**config.mk**
```make
export PLATFORM = sky130hd
export DESIGN_NAME = music_beat_sequencer
export DESIGN_NICKNAME = d
export VERILOG_FILES = /design/src/rtl/music_beat_sequencer.sv
export SDC_FILE = /design/constraint.sdc
export NUM_CORES = 1
export LEC_CHECK = 0
export BUFFER_PORTS_ARGS = -buffer_cell sky130_fd_sc_hd__buf_2
export CAP_MARGIN = 5
export CORE_UTILIZATION = 51
export DETAILED_ROUTE_END_ITERATION = 6
export GPL_TIMING_DRIVEN = 0
export PLACE_DENSITY = 0.86
export SLEW_MARGIN = 15
export SYNTH_ARGS = -nofsm -noshare
export SYNTH_HDL_FRONTEND = slang
export SYNTH_SLANG_ARGS = --single-unit
```
**constraint.sdc**
```tcl
create_clock -name clk -period 5.2 [get_ports clk]
set_input_delay 0.78 -clock clk [delete_from_list [all_inputs] [get_ports clk]]
set_output_delay 0.78 -clock clk [all_outputs]
set_load 0.05 [all_outputs]
```
**src/rtl/music_beat_sequencer.sv**
```systemverilog
// Song playback sequencer: steps a 1/4-beat index at a programmable tempo, selects one
// tone ROM output and registers it for the speaker divider. Supports play/pause/stop,
// song selection latched at start and a one-cycle end-of-song pulse.
// Build option: define MUSIC_SEQ_LOOP_EN to loop the song forever instead of stopping in
// DONE after the last beat.
module music_beat_sequencer #(
  parameter int unsigned NUM_SONGS      = 4,
  parameter int unsigned SEL_W          = 2,
  parameter int unsigned BEAT_W         = 8,
  parameter int unsigned TONE_W         = 32,
  parameter int unsigned TICKS_PER_BEAT = 12_500_000,
  parameter int unsigned SILENCE        = 20000
) (
  input  logic                          clk,
  input  logic                          rst,
  input  logic                          play,
  input  logic                          pause,
  input  logic                          stop,
  input  logic [SEL_W-1:0]              song_sel,
  input  logic [BEAT_W-1:0]             last_beat,
  input  logic [NUM_SONGS*TONE_W-1:0]   tone_bus,
  output logic [BEAT_W-1:0]             beat_num,
  output logic [TONE_W-1:0]             tone,
  output logic [SEL_W-1:0]              song_idx,
  output logic                          playing,
  output logic                          done
);

  localparam int unsigned       TICK_W       = $clog2(TICKS_PER_BEAT);
  localparam logic [TICK_W-1:0] TICK_LAST    = TICK_W'(TICKS_PER_BEAT - 1);
  localparam logic [TONE_W-1:0] SILENCE_TONE = TONE_W'(SILENCE);

  typedef enum logic [1:0] {StIdle, StPlay, StPause, StDone} state_e;

  state_e              state_q, state_d;
  logic [BEAT_W-1:0]   beat_q, beat_d;
  logic [TICK_W-1:0]   tick_q, tick_d;
  logic [SEL_W-1:0]    song_q, song_d;
  logic [TONE_W-1:0]   tone_q, tone_d;
  logic                done_q, done_d;
  logic [TONE_W-1:0]   sel_tone;
  logic [SEL_W-1:0]    song_start;

  // Out-of-range song numbers fall back to song 0.
  assign song_start = (32'(song_sel) >= NUM_SONGS) ? '0 : song_sel;

  // Pick the ROM word for the latched song.
  always_comb begin
    sel_tone = SILENCE_TONE;
    for (int unsigned k = 0; k < NUM_SONGS; k++) begin
      if (32'(song_q) == k) sel_tone = tone_bus[k*TONE_W +: TONE_W];
    end
  end

  // Next-state logic: command priority stop > pause > play.
  always_comb begin
    state_d = state_q;
    beat_d  = beat_q;
    tick_d  = tick_q;
    song_d  = song_q;
    done_d  = 1'b0;
    unique case (state_q)
      StIdle, StDone: begin
        if (stop) begin
          state_d = StIdle;
          beat_d  = '0;
          tick_d  = '0;
        end else if (play) begin
          state_d = StPlay;
          song_d  = song_start;
          beat_d  = '0;
          tick_d  = '0;
        end
      end
      StPlay: begin
        if (stop) begin
          state_d = StIdle;
          beat_d  = '0;
          tick_d  = '0;
        end else if (pause) begin
          state_d = StPause;
        end else if (tick_q == TICK_LAST) begin
          tick_d = '0;
          if (beat_q == last_beat) begin
            done_d = 1'b1;
`ifdef MUSIC_SEQ_LOOP_EN
            beat_d = '0;
`else
            state_d = StDone;
`endif
          end else begin
            // Natural wrap at the top lets a lowered last_beat still be reached.
            beat_d = beat_q + 1'b1;
          end
        end else begin
          tick_d = tick_q + 1'b1;
        end
      end
      StPause: begin
        if (stop) begin
          state_d = StIdle;
          beat_d  = '0;
          tick_d  = '0;
        end else if (play && !pause) begin
          state_d = StPlay;
        end
      end
      default: state_d = StIdle;
    endcase
    // Tone follows the ROM only while playback continues; ROM output lags beat by a cycle.
    tone_d = (state_q == StPlay && state_d == StPlay) ? sel_tone : SILENCE_TONE;
  end

  // State and datapath registers.
  always_ff @(posedge clk or posedge rst) begin
    if (rst) begin
      state_q <= StIdle;
      beat_q  <= '0;
      tick_q  <= '0;
      song_q  <= '0;
      tone_q  <= SILENCE_TONE;
      done_q  <= 1'b0;
    end else begin
      state_q <= state_d;
      beat_q  <= beat_d;
      tick_q  <= tick_d;
      song_q  <= song_d;
      tone_q  <= tone_d;
      done_q  <= done_d;
    end
  end

  assign beat_num = beat_q;
  assign tone     = tone_q;
  assign song_idx = song_q;
  assign playing  = (state_q == StPlay);
  assign done     = done_q;

endmodule

```
* After elaboration in Yosys (flattened, before gate mapping)
Cells that the tools add are included.
** Storage, ports and cells
- Bits in registers :: 69
- Input bits :: 143
- Word-level logic and storage cells :: 66
** Operators by class
- $add $sub $neg :: 2
- Equality and inequality tests :: 14
- Multiplexer cells :: 34
- Bitwise operators :: 1
- Reductions and logical operators :: 9
** Operators by type and width (number)
- 32-bit 2-to-1 mux :: 5
- 24-bit 2-to-1 mux :: 6
- 24-bit case mux with 3 select lines :: 1
- 8-bit 2-to-1 mux :: 7
- 24-bit by 1-bit adder with 24-bit output, second input constant :: 1
- 24-bit equality test, second input constant :: 1
- 8-bit case mux with 3 select lines :: 1
- 2-bit 2-to-1 mux :: 8
- 3-bit != test, second input constant :: 3
- 8-bit by 1-bit adder with 8-bit output, second input constant :: 1
- 2-bit equality test, second input constant :: 4
- 8-bit equality test :: 1
- 2-bit by 1-bit equality test with 1-bit output, second input constant :: 3
- 2-bit case mux with 3 select lines :: 1
- 3-bit AND reduction :: 2
- 1-bit 2-to-1 mux :: 5
- 5-bit AND reduction :: 1
- 2-bit logical NOT :: 2
- 3-bit by 2-bit != test with 1-bit output, second input constant :: 1
- 1-bit logical AND :: 2
- 2-bit != test, second input constant :: 1
- 2-bit OR reduction :: 1
- 1-bit logical NOT :: 1
- 1-bit NOT :: 1

* Logic depth before layout (Yosys ltp)
- Depth in word-level cells :: 9
- Depth in mapped cells :: 9
- Mapped depth without buffers :: 7

* Worst setup path after synthesis
No wires, ideal clock.
- Path kind :: register to register
- Start :: register state_q[1]
- End :: register tone_q[12], in the netlist tone[12]
- Setup time :: 0.133 ns
- Data arrival time :: 2.366 ns
- Setup slack :: 2.701 ns
- Stages on the path, launching flop included :: 10
- Path buffers :: 2
- Cell sequence :: dfrtp_1 -> inv_1 -> ha_1 -> nor2b_1 -> clkbuf_1 -> nand2_1 -> nor3_1 -> a211o_2 -> buf_2 -> a21oi_1
** On the way
- Elaborated cells on any way between the ends :: 17
- Classes of those cells :: eq/ne (4); mux (10); reduce/logical (3)
** RTL lines
- start: declaration :: line 35 : state_e state_q, state_d;
- start signal: assignment :: line 117 : state_q <= StIdle;
- start signal: assignment :: line 124 : state_q <= state_d;
- 2-bit by 1-bit equality test with 1-bit output (*)
- net playing :: line 25 : output logic playing,
- 2-bit case mux with 3 select lines :: line 62 : unique case (state_q)
- 2-bit by 1-bit equality test with 1-bit output :: line 111 : tone_d = (state_q == StPlay && state_d == StPlay) ? sel_tone : SILENCE_TONE;
- 1-bit logical AND (*) :: line 111
- 32-bit 2-to-1 mux (*) :: line 111
- net tone_d[12] :: line 39 : logic [TONE_W-1:0] tone_q, tone_d;
- end signal: assignment :: line 128 : tone_q <= tone_d;
- end: declaration :: line 39
Mark *: on every way through the listed nets, which the timed path passes. The rest lies on a longest branch.
A chain may end at the register's enable or synchronous reset.

* Worst setup path in the final report
- Start :: register state_q[1]
- End :: register tone_q[26], in the netlist tone[26]
** On the way
- Cells in the longest elaborated chain, start to end :: 8
- Elaborated cells on any way between the ends :: 17
- Classes of those cells :: eq/ne (4); mux (10); reduce/logical (3)
** RTL lines
- 2-bit 2-to-1 mux :: line 84 : if (beat_q == last_beat) begin
- 2-bit 2-to-1 mux :: line 82 : end else if (tick_q == TICK_LAST) begin
- 2-bit 2-to-1 mux :: line 80 : end else if (pause) begin
- 2-bit 2-to-1 mux :: line 76 : if (stop) begin
- 2-bit case mux with 3 select lines :: line 62
- 2-bit by 1-bit equality test with 1-bit output :: line 111
- 1-bit logical AND (*) :: line 111
- 32-bit 2-to-1 mux (*) :: line 111
- net tone_d[26] :: line 39
Marks and branches as above.

==> key figures <==
Worst setup path
  • Slowest-stage cell, CP: nor3_1
  • Delay-heaviest family, CP: simple AND/OR/NAND/NOR gates
  • Reg2Reg Setup Slack: 2.38 ns
  • Startpoint Class: register
  • Worst EP arrival: 3.03 ns
  • RR Startpoint: state_q[1]
  • Worst EP required: 5.41 ns
  • Critical path's largest stage delay: 0.62 ns
  • Worst reg2reg endpoint: tone[26]
  • CP max FO: 10
  • Crit path kind: reg2reg
  • Critical path, cell by cell: inv_1 -> ha_1 -> nor2b_1 -> clkbuf_1 -> nand2_1 -> nor3_1 -> a211o_2 -> buf_2 -> a21oi_1
  • Worst path bufs/invs: 3
  • Worst setup EP type: register
  • R2R depth: 9

Clocking
  • Gates resized, CTS repair: 0
  • Cts bufs inserted: 9
  • Sink Count: 69
  • Clock transition at the registers of the reported paths: 0.07 ns
  • # Post-CTS Setup Buffers: 0
  • Worst skew pair latency: 0.35 ns
  • Clock Root Buffer: clkbuf_8
  • CTS tree: yes
  • H-tree depth: 3
  • Clock buffer depth: 2
  • CTS Hold Bufs: 0

STA
  • Fmax achieved: 355 MHz
  • Fin Setup TNS: 0 ns
  • Final Skew: 0.00805 ns
  • Hold slack: 0.387 ns
  • Setup-failing EPs final: 0
  • RSZ-0062 raised after global routing: false
  • Min Tclk post-route: 2.82 ns
  • Fraction of the cycle the final worst path needs: 54.2%
  • Pins Over Slew Limit: 0
  • Tightest Pin Transition: 0.931 ns
  • Final Hold Viols: 0
  • Worst rel slew slack: 37.4%

Placed design
  • Gp weighted congestion: 0.870
  • Cells after DPL: 661
  • Buffers on Ports: 186
  • Hpwl dp: 8910 µm

Floorplan
  • Std cell rows: 32
  • Die H: 91.3 µm
  • Core footprint: 0.00773 mm²
  • Initial Util: 52.7%
  • Die width: 91.3 µm
  • Io pins: 187
  • Die area: 0.00834 mm²

Synthesis
  • Cell area after synthesis: 0.00407 mm²
  • Syn nets: 519
  • Post-synthesis mux area share: 18.5%
  • Simple-gate share of the synthesized area: 18.1%
  • Synth area leaders: dfrtp_1, mux4_2, xnor2_1
  • Post-synth cell types: 48
  • Prevailing post-synth register cell: dfrtp_1
  • Largest family of logic cells by synthesized area: multiplexers
  • Synth async-reset ratio: 100%
  • Register area share after synthesis: 42.6%
  • Top cell type by total area after synthesis: dfrtp_1
  • Post-synthesis adder-cell area fraction: 1.23%
  • Synth Area in XOR/XNOR: 5.38%
  • Yosys warnings: 0
  • Synthesized flop and latch total: 69
  • Post-synth EDFFs: 0
  • Mean Syn Cell Area: 10.9 µm²
  • Cells after Synth: 372
  • Post-synth top area share: 39.4%
  • Synth Area in Compound Gates: 10.5%

Hold path
  • Hold WC Path Type: in2async

Finish
  • Filler cells: 575
  • Commonest non-fill, non-tap cell in the layout: buf_2
  • Area delta synth->final: 31.4%
  • Final #Nets: 717
  • Commonest cells after routing, fill and taps aside: buf_2, dfrtp_1, a21oi_1, nand3_1, mux4_2
  • Non-Filler Instances: 678
  • Multi-input gate area: 0.00219 mm²
  • Share of cells above drive strength 1: 44.5%
  • Storage element area: 0.00173 mm²

Pwr
  • Sequential power share: 27.6%
  • Sw Ratio: 43.7%
  • Internal power: 1.26 mW
  • Clk network pwr share: 19.2%
  • Max VDD drop: 320 µV
  • Lkg Pwr: 2.44 nW
  • Switch Pwr: 0.979 mW
  • Pwr/cell area: 419 mW/mm²
  • Comb pwr share: 53.2%

Detailed routing
  • DR vias: 3953
  • Drt pass-1 iters: 5
  • DR iter-0 viols: 216
  • Antenna Violating Nets Remaining: 0
  • Drt drc: 0
  • Vias per inst: 5.83
  • WL/cell: 17.0 µm
  • DRT Wirelength: 11500 µm

Global routing
  • First-pass GRT wire length: 18600 µm
  • Busiest layer in global routing: met2
  • Congestion Overflow GR: 0
  • Pin count of the biggest net entering global routing: 46
  • Met3 usage in global routing: 5.61%
  • Met1 Use GR: 36.0%
  • Met2 Track Usage GR: 48.5%
  • Initial antenna violation count: 1
  • Number of global-route vias before repair: 3978
  • GRT Util Overall: 28.8%

Run status
  • Outcome: finished clean

Flow run
  • Max-Cap Viols: 0
-- flip-flops by register name, summed over array words and instances (netlist names) --
name,flops
song_idx,2
state_q,2
tick_q,24
done,1
beat_num,8
tone,32
-- final cells by class --
cell class	instances	share of cell area [%]
timing repair buffer	187	17.8
clock inverter	4	0.890
buffer	29	2.29
antenna	1	0.0468
inverter	7	0.538
tap	102	2.39
clock buffer	12	2.72
multi-input combinational	267	40.9
sequential	69	32.4
-- worst max-delay path by stage --
stage,startpoint,end,slack [ns],cells past startpoint
2_1_floorplan,rst,beat_num[0],2.69,1
3_3_place_gp,rst,tone[28],1.94,2
3_5_place_dp,stop,tone[13],2.35,8
4_1_cts,state_q[1],tone[13],2.45,9
5_1_grt,state_q[1],tone[26],2.14,9
6_report,state_q[1],tone[26],2.38,9
-- Yosys cell counts (all sizes together), types with 6 or more instances --
cell,instances
nand4,7
nor2,20
o21ai,8
mux4,32
nand3,38
buf,11
a211o,6
inv,7
clkbuf,18
nor4,6
nor3,12
or3,7
o31ai,9
xnor2,25
nand2,16
or4,8
dfrtp,64
a21oi,39
-- power groups by stage --
stage	sequential (mW)	combinational, mW	clock [mW]
floorplan	0.747	0.757	0
global placement	0.626	1.13	0
detailed placement	0.626	1.18	0
CTS	0.617	1.19	0.433
global route	0.623	1.28	0.460
finish	0.618	1.19	0.431
-- through the flow --
| stage | util, % | instance area [µm²] | worst slack [ns] | power, mW |
|---|---|---|---|---|
| global route | 69.2 | 5350 | 2.14 | 2.36 |
| global placement | 66.4 | 5130 | 1.94 | 1.76 |
| finish | 69.2 | 5350 | 2.38 | 2.24 |
| floorplan | - | 4070 | 2.69 | 1.50 |
| detailed placement | 66.6 | 5150 | 2.35 | 1.80 |
| CTS | 69.1 | 5340 | 2.45 | 2.24 |
-- cells by family (layout without fill, tap and decap cells) --
logic type,count (synthesis),count (layout)
XOR/XNOR,25,25
multiplexers,35,35
AND/OR/NAND/NOR,133,133
AO/OA/AOI/OAI,70,70
adder cells (fa/ha/maj),4,4
flip-flops,69,69
buffers and inverters,36,239
other,0,1
-- layer usage --
metal	vias to the layer above	wire (µm)
met1	1887	4480
li1	1805	-
met2	226	5830
met3	35	857
met5	-	0
met4	0	384
-- worst reg2reg max path: stages (launching register included) --
cell      delay [ns]
dfrtp_1         0.42
inv_1           0.09
ha_1            0.28
nor2b_1         0.16
clkbuf_1        0.31
nand2_1         0.12
nor3_1          0.62
a211o_2         0.33
buf_2           0.24
a21oi_1         0.11
Power figures use the tool's default switching activity.
